<file path="src/rtl/rgb_led_pkg.sv">
// Shared types for the RGB LED fade driver.
// State encoding and named colour codes {R,G,B}.
package rgb_led_pkg;

    typedef enum logic [1:0] {
        IDLE,
        FADE_IN,
        STEADY,
        FADE_OUT
    } state_t;

    typedef logic [2:0] colour_t;

    localparam colour_t COL_OFF     = 3'b000;
    localparam colour_t COL_BLUE    = 3'b001;
    localparam colour_t COL_GREEN   = 3'b010;
    localparam colour_t COL_CYAN    = 3'b011;
    localparam colour_t COL_RED     = 3'b100;
    localparam colour_t COL_MAGENTA = 3'b101;
    localparam colour_t COL_YELLOW  = 3'b110;
    localparam colour_t COL_WHITE   = 3'b111;

    localparam int CH_R = 2;
    localparam int CH_G = 1;
    localparam int CH_B = 0;

    // Any difference from what is shown, or a disable, starts a fade-out.
    function automatic logic must_fade_out(
        input colour_t col,
        input colour_t act,
        input logic    en
    );
        return (col != act) || !en;
    endfunction

endpackage

</file>
<file path="src/rtl/rgb_led_driver_pwm_channel.sv">
// One PWM channel: registered compare of the shared counter against level.
// Output is forced low whenever the channel is not part of the colour.
module pwm_channel #(
    parameter int PWM_W = 8
) (
    input  logic             clk,
    input  logic             rst,
    input  logic [PWM_W-1:0] cnt,
    input  logic [PWM_W-1:0] level,
    input  logic             en,
    output logic             pwm
);

    always_ff @(posedge clk or negedge rst) begin
        if (!rst) begin
            pwm <= 1'b0;
        end else begin
            pwm <= en && (cnt < level);
        end
    end

endmodule

</file>
<file path="src/rtl/rgb_led_driver.sv">
// Three-channel LED driver: fades the old colour out, then the new one in.
// Counter, prescaler, brightness level and fade FSM live here.
module rgb_led_driver
    import rgb_led_pkg::*;
#(
    parameter int PWM_W            = 8,
    parameter int FADE_STEP_CYCLES = 4
) (
    input  logic       clk,
    input  logic       rst,
    input  logic       enable,
    input  logic [2:0] colour,
    output logic       led_r,
    output logic       led_g,
    output logic       led_b,
    output logic       busy
);

    localparam int PRE_W =
        (FADE_STEP_CYCLES > 1) ? $clog2(FADE_STEP_CYCLES) : 1;

    localparam logic [PWM_W-1:0] LVL_MAX  = '1;
    localparam logic [PWM_W-1:0] LVL_MAX1 = LVL_MAX - PWM_W'(1);
    localparam logic [PWM_W-1:0] LVL_ZERO = '0;
    localparam logic [PWM_W-1:0] LVL_ONE  = PWM_W'(1);

    localparam logic [PRE_W-1:0] PRE_LAST = PRE_W'(FADE_STEP_CYCLES - 1);
    localparam logic [PRE_W-1:0] PRE_ONE  = PRE_W'(1);

    state_t           state;
    logic [PWM_W-1:0] cnt;
    logic [PRE_W-1:0] pre;
    logic [PWM_W-1:0] level;
    colour_t          active;
    colour_t          target;
    logic             step;
    logic             leave;

    assign step  = (pre == PRE_LAST);
    assign leave = must_fade_out(colour, active, enable);

    always_ff @(posedge clk or negedge rst) begin
        if (!rst) begin
            cnt <= '0;
            pre <= '0;
        end else begin
            cnt <= cnt + LVL_ONE;
            pre <= step ? '0 : pre + PRE_ONE;
        end
    end

    always_ff @(posedge clk or negedge rst) begin
        if (!rst) begin
            state  <= IDLE;
            level  <= LVL_ZERO;
            active <= COL_OFF;
            target <= COL_OFF;
            busy   <= 1'b0;
        end else begin
            unique case (state)
                IDLE: begin
                    level <= LVL_ZERO;
                    if (enable) begin
                        active <= colour;
                        target <= colour;
                        state  <= FADE_IN;
                        busy   <= 1'b1;
                    end
                end
                FADE_IN: begin
                    if (leave) begin
                        target <= colour;
                        state  <= FADE_OUT;
                    end else if (level == LVL_MAX) begin
                        state <= STEADY;
                        busy  <= 1'b0;
                    end else if (step) begin
                        level <= level + LVL_ONE;
                        if (level == LVL_MAX1) begin
                            state <= STEADY;
                            busy  <= 1'b0;
                        end
                    end
                end
                STEADY: begin
                    level <= LVL_MAX;
                    if (leave) begin
                        target <= colour;
                        state  <= FADE_OUT;
                        busy   <= 1'b1;
                    end
                end
                FADE_OUT: begin
                    target <= colour;
                    if (step) begin
                        if (level != LVL_ZERO) begin
                            level <= level - LVL_ONE;
                        end
                        // Level hits zero on this step: the latest colour wins.
                        if (level <= LVL_ONE) begin
                            if (!enable) begin
                                state <= IDLE;
                                busy  <= 1'b0;
                            end else begin
                                active <= colour;
                                state  <= FADE_IN;
                            end
                        end
                    end
                end
                default: begin
                    state <= IDLE;
                    busy  <= 1'b0;
                end
            endcase
        end
    end

    pwm_channel #(.PWM_W(PWM_W)) u_red (
        .clk   (clk),
        .rst   (rst),
        .cnt   (cnt),
        .level (level),
        .en    (active[CH_R]),
        .pwm   (led_r)
    );

    pwm_channel #(.PWM_W(PWM_W)) u_green (
        .clk   (clk),
        .rst   (rst),
        .cnt   (cnt),
        .level (level),
        .en    (active[CH_G]),
        .pwm   (led_g)
    );

    pwm_channel #(.PWM_W(PWM_W)) u_blue (
        .clk   (clk),
        .rst   (rst),
        .cnt   (cnt),
        .level (level),
        .en    (active[CH_B]),
        .pwm   (led_b)
    );

endmodule

</file>
<file path="config.mk">
export PLATFORM = sky130hd
export DESIGN_NAME = rgb_led_driver
export DESIGN_NICKNAME = d
export VERILOG_FILES = /design/src/rtl/rgb_led_pkg.sv /design/src/rtl/rgb_led_driver_pwm_channel.sv /design/src/rtl/rgb_led_driver.sv
export SDC_FILE = /design/constraint.sdc
export NUM_CORES = 1
export LEC_CHECK = 0
export ABC_AREA = 0
export BUFFER_PORTS_ARGS = -buffer_cell sky130_fd_sc_hd__buf_2
export CORE_ASPECT_RATIO = 1.25
export CORE_MARGIN = 3
export CORE_UTILIZATION = 56
export DETAILED_ROUTE_END_ITERATION = 10
export PLACE_DENSITY = 0.74
export SLEW_MARGIN = 20
export SYNTH_ARGS = -nofsm -noshare
export SYNTH_HDL_FRONTEND = slang
export SYNTH_SLANG_ARGS = --single-unit
</file>
<file path="constraint.sdc">
create_clock -name clk -period 3 [get_ports clk]
set_input_delay 0.15 -clock clk [delete_from_list [all_inputs] [get_ports clk]]
set_output_delay 0.15 -clock clk [all_outputs]
set_load 0.005 [all_outputs]
</file>
[Word level (Yosys, flattened, before mapping)]
Cells that the tools add are included.
Storage, ports and cells
  register bits after elaboration: 27
  input port bits: 6
  output and inout bits: 4
  word-level logic and storage cells: 78
Cells by class
  add/subtract/negate cells: 4
  order comparisons: 2
  equal/unequal tests: 20
  mux-type cells: 31
  reduce and logical (&&, ||, !) cells: 12
Operators with widths (count)
  $mux W8: 5
  $pmux W8 S4: 1
  $mux W2: 9
  $ne A2 B2 Y1 const B: 9
  $add A8 B1 Y8 const B: 2
  $eq A8 B8 Y1 const B: 2
  $mux W1: 10
  $mux W3: 3
  $le A8 B1 Y1 const B: 1
  $lt A8 B8 Y1: 1
  $ne A4 B4 Y1 const B: 2
  $pmux W2 S4: 1
  $reduce_and A8 Y1: 1
  $reduce_bool A8 Y1: 1
  $sub A8 B1 Y8 const B: 1
  $eq A2 B2 Y1 const B: 3
  $ne A3 B3 Y1 const B: 2
  $pmux W3 S2: 1
  $reduce_and A6 Y1: 1
  $reduce_and A5 Y1: 1
  $pmux W1 S4: 1
  $logic_and A1 B1 Y1: 3
  $ne A3 B3 Y1: 1
  $reduce_and A3 Y1: 1
  6 further kinds: 6

[Depth between registers and ports, before layout]
Gate-level depths: netlist (run 1).
  depth after elaboration: 6
  mapped depth: 9
  depth with buffers taken out: 7

[Hierarchy]
Synthesis (run 1) repeated with hierarchy kept, for this count alone.
Second synthesis, totals
  cells, all modules: 230
  area, all modules: 2138.3 sq um
By module, submodules not included
  rgb_led_driver: times used 1, cells each 149, area an instance 1511.4 sq um, seq. area each 600.6 sq um
  pwm_channel: times used 3, cells each 27, area an instance 209.0 sq um, seq. area each 25.0 sq um

[Least setup slack after synthesis (run 1)]
OpenSTA, ideal clock, no wires.
  kind: reg-to-reg
  from: reg level[4]
  to: reg state[0]
  library setup time: 0.127 ns
  arrival: 2.207 ns
  data required time: 2.873 ns
  path slack: 0.665 ns
  stages on the path, launching flop included: 7
  path buffers: 1
  period minus slack after synthesis: 2.335 ns
  cells stage by stage: dfrtp_1 -> buf_6 -> or4_4 -> or3_1 -> a222oi_1 -> and2_1 -> mux2_1
On the way
  word-level cells in the longest chain between the ends: 4
  elaborated cells on any way between the ends: 10
  those cells by class: order compare: 1; eq/ne: 5; mux: 3; reduce/logical: 1
Ends and longest elaborated chain
  start, declared: line rgb_led_driver.sv:33  | logic [PWM_W-1:0] level;
  start signal, assigned: line rgb_led_driver.sv:78  | level <= level + LVL_ONE;
  start signal, assigned: line rgb_led_driver.sv:97  | level <= level - LVL_ONE;
  parallel branches: the longest is 4 deep, another holds $le A8 B1 Y1
  end signal, assigned: line rgb_led_driver.sv:66  | state <= FADE_IN;
  end signal, assigned: line rgb_led_driver.sv:73  | state <= FADE_OUT;
  end signal, assigned: line rgb_led_driver.sv:75  | state <= STEADY;
  end, declared: line rgb_led_driver.sv:30  | state_t state;
Several ways; the timed one is not identified.
A chain may end at the register's enable or synchronous reset.

[Worst setup path in the final report (run 1)]
  from: reg level[2]
  to: reg state[0]
Same word-level chain as after synthesis.

==> impl_metrics.env, run 1 <==
export IMPL_num_rows=21
export IMPL_area_delta_synth_final_pct=6.07
export IMPL_fillers=241
export IMPL_postSynthAreaPerCell_um2=9.90
export IMPL_final_cell_mix="27 x dfrtp_1, 17 x ha_1, 14 x inv_1, 14 x xnor2_1, 10 x nand2_1"
export IMPL_maxSlewViolCount=0
export IMPL_wirelength_um=3570
export IMPL_drtPass1Iterations=4
export IMPL_syn_inst=175
export IMPL_die_h_um=68.2
export IMPL_fin_util=0.653
export IMPL_die_area_um2=3800
export IMPL_clock_latency_ns=0.35
export IMPL_seq_area_um2=676
export IMPL_critPathRequiredTime_ns=3.24
export IMPL_final_common_cell="dfrtp_1"
export IMPL_drive_gt1_frac=0.103
export IMPL_setup_worst_path_class="reg2reg"
export IMPL_vias=1347
export IMPL_crit_path_start_kind="flop"
export IMPL_ys_types=38
export IMPL_clock_path_buffers=2
export IMPL_ys_seq_area_frac=0.390
export IMPL_fmax_ghz=0.393
export IMPL_hpwlAfterDp_um=2650
export IMPL_ir_worst_vdd_v=0.000718
export IMPL_worst_setup_path_end_kind="flop"
export IMPL_synth_edf_count=0
export IMPL_rsz0062_at_grt="no"
export IMPL_portBuffers=9
export IMPL_fin_hold_ws_ns=0.0409
export IMPL_grt_antenna_before_repair=0
export IMPL_p_comb_frac=0.565
export IMPL_dpl_instance_area_um2=1800
export IMPL_syn_num_nets=198
export IMPL_synth_area_um2=1730
export IMPL_cap_violations=0
export IMPL_power_switching_mw=0.808
export IMPL_seqPwrFrac=0.339
export IMPL_fin_crit_sh=0.849
export IMPL_worst_pin_slew_ns=0.609
export IMPL_drcViolationCount=0
export IMPL_synthArstFlopShare=1.00
export IMPL_grtUsageTotal=0.211
export IMPL_ys_ff_latch=27
export IMPL_die_w_um=55.7
export IMPL_gp_congestion=0.869
export IMPL_cts_htree_levels=1
export IMPL_drt_initial_drc_count=47
export IMPL_start_util=0.616
export IMPL_diodes=0
export IMPL_cp_data_arrival_time_ns=2.79
export IMPL_synth_top_flop_cell="dfrtp_1"
export IMPL_hold_class="in2reg"
export IMPL_setup_viol=0
export IMPL_tns_ns=0
export IMPL_grt_max_degree=28
export IMPL_cp_max_fo=11
export IMPL_fin_nets=208
export IMPL_cts_tree="yes"
export IMPL_relSlewSlack=0.594
export IMPL_vias_per_cell=6.18
export IMPL_p_clk_frac=0.096
export IMPL_clock_sinks=27
export IMPL_grt_pass1_vias=1377
export IMPL_p_per_area_nw_per_um2=976
export IMPL_coreArea_um2=2810
export IMPL_routedWlPerCell_um=16.4
export IMPL_numCtsBuffers=3
export IMPL_min_period_ns=2.55
export IMPL_ioPinCount=10
export IMPL_clk_pin_slew_worst_paths_ns=0.17
export IMPL_postCtsSetupBuffers=0
export IMPL_antenna_left=0
export IMPL_root_buffer="clkbuf_4"
export IMPL_finalClockSkew_ns=0.0146
export IMPL_yosysWarnings=0
export IMPL_hold_viol=0
export IMPL_p_sw_frac=0.451
export IMPL_grt_pass1_wl_um=6240
export IMPL_leakagePower_nw=0.848
export IMPL_multi_input_area_um2=973
export IMPL_postLayoutCellArea_um2=1840
export IMPL_intPower_mw=0.984
export IMPL_status="completed"
export IMPL_overflow=0
power by group through the flow:
| stage | Clock [mW] | Sequential [mW] | Combinational [mW] |
|---|---|---|---|
| after global routing | 0.197 | 0.627 | 1.12 |
| after floorplan | 0 | 0.568 | 0.794 |
| after detailed placement | 0 | 0.612 | 0.994 |
| after CTS | 0.177 | 0.605 | 1.00 |
| final | 0.173 | 0.607 | 1.01 |
| after global placement | 0 | 0.604 | 0.951 |
through the flow:
stage	worst slack [ns]	power, mW	instances
final	0.453	1.79	218
after CTS	0.468	1.78	218
after global placement	0.559	1.55	213
after global routing	0.331	1.94	218
after floorplan	0.665	1.36	175
after detailed placement	0.504	1.61	213
worst max-delay path, cell delays in order, from the launching register on:
cell and delay (ns):
dfrtp_1 0.52, or4_4 0.56, or3_1 0.41, a222oi_1 0.40
and2_1 0.23, mux2_1 0.32
final timing paths:
path	startpoint	endpoint	slack, ns	cells past startpoint
max in group asynchronous	rst	state[0]	2.28	2
max	level[2]	state[0]	0.45	5
min in group asynchronous	rst	u_red.pwm	0.32	2
max reg2reg	level[2]	state[0]	0.45	5
min reg2reg	pre[0]	pre[0]	0.44	1
min	colour[1]	active[1]	0.04	2
repair_timing:
action,4_1_cts,5_1_grt
hold endpoints to repair,27,0
hold buffers,1,0
resized for setup,0,0
area by class of cell:
class	instances	share of cell area
Clock buffer	3	0.0123
Timing Repair Buffer	11	0.0341
Sequential cell	27	0.368
Inverter	14	0.0286
Clock inverter	1	0.00409
Tap cell	34	0.0232
Multi-Input combinational cell	128	0.530
state kept, by name (all words and copies together), names as in the netlist:
name,count
u_green.pwm,1
u_blue.pwm,1
active,3
level,8
u_red.pwm,1
cnt,8
pre,2
busy,1
state,2
synth_stat cells (2+ instances only):
cell	count	area [µm²]
a221o_1	3	30.0
clkbuf_1	4	15.0
dfrtp_1	27	676
mux2_2	3	33.8
o21ai_0	9	45.0
xor2_1	4	35.0
and4_1	3	26.3
a21o_1	5	37.5
a21oi_1	8	40.0
a22o_1	5	43.8
nor3_1	6	30.0
nand2_1	10	37.5
ha_1	17	213
or3_1	2	12.5
nand3_1	7	35.0
nand2b_1	2	12.5
nand4_1	4	25.0
xnor2_1	14	123
nor2_1	7	26.3
or4_1	2	15.0
inv_1	14	52.6
a211o_1	2	17.5
mux2_1	2	22.5
per-layer routing:
metal,up-vias,share of wire,global-route usage
li1,646,-,-
met1,662,0.43,0.241
met2,31,0.51,0.401
met3,8,0.031,0.0170
met4,0,0.022,0.0973
met5,-,0,0
cells by family after synthesis:
logic type,share of synthesized area
fa+ha+maj,0.123
compound gates,0.160
mux,0.0383
flops,0.390
simple gates,0.150
xor+xnor,0.0910
buf+inv,0.0477
Note: power is estimated with default switching activity, not from simulation.
==> run 2: changes to the inputs <==
Clock period 3 ns to 2.54 ns, I/O delays scaled along.
==> run 2 against run 1 <==
Sequential share of layout area fell by 0.78 points. Utilization rose by 1.4 points. Clock power rose by 17%. Flip-flop and latch count did not move. Clock skew fell by 0.0088 ns. Die area did not move. Critical path type unchanged.
==> impl_metrics.env, run 2 (same netlist as run 1, synthesis figures left out) <==
export IMPL_status="completed"
export IMPL_die_area_um2=3800
export IMPL_worstHoldStart="colour[2]"
export IMPL_ir_worst_vdd_v=0.000780
export IMPL_drtPass1Iterations=5
export IMPL_drcViolationCount=0
export IMPL_leakagePower_nw=0.872
export IMPL_critPathRequiredTime_ns=2.79
export IMPL_ff2ff_path_depth=5
export IMPL_num_rows=21
export IMPL_hold_path_end="active[2]"
export IMPL_portBuffers=9
export IMPL_pre_cts_ws_ns=0.256
export IMPL_reg_top3="cnt (8), level (8), active (3)"
export IMPL_clock_sinks=27
export IMPL_reg2reg_to="state[1]"
export IMPL_fin_util=0.668
export IMPL_hold_viol=0
export IMPL_antenna_left=0
export IMPL_ioPinCount=10
export IMPL_rsz0062_at_grt="no"
export IMPL_coreArea_um2=2810
export IMPL_fmax_ghz=0.435
export IMPL_diodes=0
export IMPL_worst_setup_path_end_kind="flop"
export IMPL_fin_ws_ns=0.240
export IMPL_cts_htree_levels=1
export IMPL_vias=1347
export IMPL_setup_worst_path_class="reg2reg"
export IMPL_use_met2=0.358
export IMPL_clk_pin_slew_worst_paths_ns=0.15
export IMPL_fin_crit_sh=0.906
export IMPL_dpl_instance_area_um2=1830
export IMPL_holdPathStages=2
export IMPL_p_total_mw=2.14
export IMPL_clock_path_buffers=2
export IMPL_cts_tree="yes"
export IMPL_p_per_area_nw_per_um2=1140
export IMPL_min_period_ns=2.30
export IMPL_start_util=0.616
export IMPL_root_buffer="clkbuf_4"
export IMPL_drive_gt1_frac=0.122
export IMPL_final_cell_mix="27 x dfrtp_1, 17 x ha_1, 14 x inv_1, 14 x xnor2_1, 10 x nand2_1"
export IMPL_finalClockSkew_ns=0.00589
export IMPL_routedWlPerCell_um=15.8
export IMPL_grt_busiest_layer="met2"
export IMPL_use_met3=0.0358
export IMPL_grtUsageTotal=0.208
export IMPL_fin_nets=213
export IMPL_vias_per_cell=6.04
export IMPL_postCtsSetupBuffers=0
export IMPL_grt_max_degree=28
export IMPL_gp_congestion=0.912
export IMPL_use_met1=0.248
export IMPL_clock_latency_ns=0.35
export IMPL_maxSlewViolCount=0
export IMPL_tns_ns=0
export IMPL_setup_viol=0
export IMPL_dp_cells=217
export IMPL_crit_path_start_kind="flop"
export IMPL_fin_cells=223
export IMPL_hold_class="in2reg"
export IMPL_cp_max_fo=6
export IMPL_die_w_um=55.7
export IMPL_overflow=0
export IMPL_numCtsBuffers=3
export IMPL_postLayoutCellArea_um2=1880
export IMPL_r2r_start="level[6]"
export IMPL_relSlewSlack=0.600
export IMPL_fin_hold_ws_ns=0.0364
export IMPL_wirelength_um=3530
export IMPL_die_h_um=68.2
export IMPL_grt_antenna_before_repair=0
export IMPL_fillers=218
export IMPL_area_delta_synth_final_pct=8.38
export IMPL_cp_data_arrival_time_ns=2.55
export IMPL_hpwlAfterDp_um=2610
export IMPL_regToRegSetupSlack_ns=0.24
export IMPL_grt_pass1_vias=1336
export IMPL_drt_initial_drc_count=60
export IMPL_cap_violations=0
export IMPL_final_common_cell="dfrtp_1"
export IMPL_grt_pass1_wl_um=6020
export IMPL_worst_pin_slew_ns=0.600
export IMPL_crit_start="level[6]"
run 2: cell types whose count changed in the layout (fill, tap and decap cells not counted):
cell           before  now
dlygate4sd3_1       1    2
buf_4               1    5
run 2: how the worst max path moves through the flow:
| stage | endpoint | slack (ns) | cells after the start |
|---|---|---|---|
| after global placement | state[0] | 0.30 | 5 |
| final | state[1] | 0.24 | 5 |
| after global routing | state[0] | 0.03 | 7 |
| after floorplan | state[0] | 0.21 | 6 |
| after detailed placement | state[1] | 0.26 | 5 |
| after CTS | state[1] | 0.23 | 5 |
run 2: what timing repair did:
item,4_1_cts,5_1_grt
endpoints found under the setup margin,0,0
resized for setup,0,0
hold endpoints to repair,27,1
hold buffers,1,1
run 2: layer usage:
metal  wire, µm  up-vias
li1           -      656
met1       1610      654
met2       1690       26
met3        113       11
met4        110        0
met5          0        -
run 2: critical path: stages (launching register included):
cell and delay, ns:
dfrtp_1 0.46, or4_4 0.50, or3_1 0.40, a222oi_1 0.30
and2_1 0.22, mux2_1 0.33
run 2: final cells by class:
class	count	area [µm²]	share of cell area
clock buffer	3	22.5	0.0120
sequential	27	676	0.360
timing repair buffer	16	103	0.0547
tap	34	42.5	0.0227
clock inverter	1	7.51	0.00400
multi-input combinational	128	973	0.519
inverter	14	52.6	0.0280
run 2: report_power, final:
| part | switching (mW) | total [mW] | internal [mW] |
|---|---|---|---|
| logic | 0.670 | 1.25 | 0.580 |
| clock network | 0.141 | 0.202 | 0.0607 |
| registers | 0.134 | 0.692 | 0.558 |
==> run 3: changes to the inputs <==
Settings changed: CTS_BUF_LIST set to sky130_fd_sc_hd__clkbuf_16.
==> run 3 against run 2 <==
Combinational power is essentially flat. Register-to-register slack is essentially flat. Sequential share of layout area shrank 0.80 points. Non-clock buffer count shrank 1. Hold slack gained 0.084 ns. Critical path depth is the same. Clock power grew 83%. Critical path type unchanged. Largest power group unchanged. Highest routed layer unchanged.
==> impl_metrics.env, run 3 (same netlist as run 1, synthesis figures left out) <==
export IMPL_die_w_um=55.7
export IMPL_seqPwrFrac=0.299
export IMPL_grt_max_degree=28
export IMPL_power_switching_mw=0.961
export IMPL_die_area_um2=3800
export IMPL_grt_pass1_wl_um=6110
export IMPL_ioPinCount=10
export IMPL_p_sw_frac=0.415
export IMPL_p_comb_frac=0.541
export IMPL_root_buffer="clkbuf_16"
export IMPL_rsz0062_at_grt="no"
export IMPL_fillers=213
export IMPL_hpwlAfterDp_um=2610
export IMPL_fin_util=0.683
export IMPL_seq_area_um2=676
export IMPL_p_per_area_nw_per_um2=1210
export IMPL_status="completed"
export IMPL_finalClockSkew_ns=0.00611
export IMPL_wirelength_um=3580
export IMPL_postCtsSetupBuffers=0
export IMPL_dpl_instance_area_um2=1830
export IMPL_postLayoutCellArea_um2=1920
export IMPL_tns_ns=0
export IMPL_drcViolationCount=0
export IMPL_setup_viol=0
export IMPL_drive_gt1_frac=0.122
export IMPL_drtPass1Iterations=5
export IMPL_num_rows=21
export IMPL_grt_pass1_vias=1341
export IMPL_reg_top3="cnt (8), level (8), active (3)"
export IMPL_drt_initial_drc_count=46
export IMPL_cp_buffers_inverters=0
export IMPL_vias=1330
export IMPL_worst_pin_slew_ns=0.593
export IMPL_cp_slowest_cell="or4_4"
export IMPL_final_cell_mix="27 x dfrtp_1, 17 x ha_1, 14 x inv_1, 14 x xnor2_1, 10 x nand2_1"
export IMPL_clock_path_buffers=2
export IMPL_cp_max_fo=6
export IMPL_area_delta_synth_final_pct=10.8
export IMPL_critPathMaxStageDelay_ns=0.50
export IMPL_ir_worst_vdd_v=0.000827
export IMPL_hold_viol=0
export IMPL_fin_nets=212
export IMPL_cts_resized=0
export IMPL_cts_hold_buf=1
export IMPL_clk_pin_slew_worst_paths_ns=0.07
export IMPL_diodes=0
export IMPL_cp_data_arrival_time_ns=2.44
export IMPL_fin_hold_ws_ns=0.120
export IMPL_critical_path_top_delay_family="simple AND/OR/NAND/NOR gates"
export IMPL_cts_tree="yes"
export IMPL_antenna_left=0
export IMPL_start_util=0.616
export IMPL_critPathRequiredTime_ns=2.69
export IMPL_coreArea_um2=2810
export IMPL_overflow=0
export IMPL_multi_input_area_um2=973
export IMPL_clock_sinks=27
export IMPL_relSlewSlack=0.605
export IMPL_gp_congestion=0.912
export IMPL_grt_antenna_before_repair=0
export IMPL_worst_setup_path_end_kind="flop"
export IMPL_crit_path_start_kind="flop"
export IMPL_final_common_cell="dfrtp_1"
export IMPL_fmax_ghz=0.437
export IMPL_clock_latency_ns=0.27
export IMPL_portBuffers=9
export IMPL_fin_crit_sh=0.902
export IMPL_hold_class="in2reg"
export IMPL_vias_per_cell=5.99
export IMPL_crit_path_cell_trace="or4_4, or3_1, a222oi_1, and2_1, mux2_1"
export IMPL_die_h_um=68.2
export IMPL_setup_worst_path_class="reg2reg"
export IMPL_routedWlPerCell_um=16.1
export IMPL_intPower_mw=1.35
export IMPL_min_period_ns=2.29
export IMPL_numCtsBuffers=3
export IMPL_grtUsageTotal=0.208
export IMPL_cts_htree_levels=1
export IMPL_maxSlewViolCount=0
export IMPL_p_clk_frac=0.160
export IMPL_cap_violations=0
export IMPL_leakagePower_nw=0.891
[run 3: cell count changes in the layout (fill, tap and decap cells not counted), sizes merged]
cell	delta
dlygate4sd3	-1
[run 3: layer usage]
metal  up-vias  wire length (µm)  global-route usage
li1        656                 -                   -
met1       635              1530               0.249
met2        30              1820               0.376
met3         9               147              0.0245
met4         0                82              0.0973
met5         -                 0                   0
[run 3: path summary, 6_finish.rpt]
check                           startpoint        end  slack [ns]  depth (start not counted)
worst min register to register      pre[0]     pre[0]        0.43                          1
worst max register to register    level[6]   state[1]        0.25                          5
max in group asynchronous              rst   level[1]        1.75                          2
worst min-delay path             colour[0]  active[0]        0.12                          2
min in group asynchronous              rst     cnt[5]        0.39                          2
worst max-delay path              level[6]   state[1]        0.25                          5
[run 3: cell type report]
class / count / share of cell area
multi-input cells: 128 / 0.507
flip-flops and latches: 27 / 0.352
repair buffers: 15 / 0.0482
clock buffers: 3 / 0.0391
inverters: 14 / 0.0274
well taps: 34 / 0.0222
clock inverters: 1 / 0.00391
[run 3: power groups by stage]
stage	Combinational, mW	Sequential [mW]	Clock (mW)
after floorplan	0.937	0.671	0
after global placement	1.19	0.686	0
after detailed placement	1.23	0.699	0
after CTS	1.25	0.691	0.374
after global routing	1.39	0.710	0.392
final	1.25	0.693	0.370
[run 3: metrics by stage]
stage / power [mW] / cells / worst slack [ns]
floorplan: 1.61 / 175 / 0.205
finish: 2.32 / 222 / 0.249
CTS: 2.31 / 222 / 0.237
global route: 2.49 / 222 / 0.0520
detailed placement: 1.93 / 217 / 0.256
global placement: 1.88 / 217 / 0.299
[run 3: worst register-to-register path, stage by stage, from the launching register on]
cell and delay (ns):
dfrtp_1 0.43, or4_4 0.50, or3_1 0.40, a222oi_1 0.30, and2_1 0.22, mux2_1 0.33
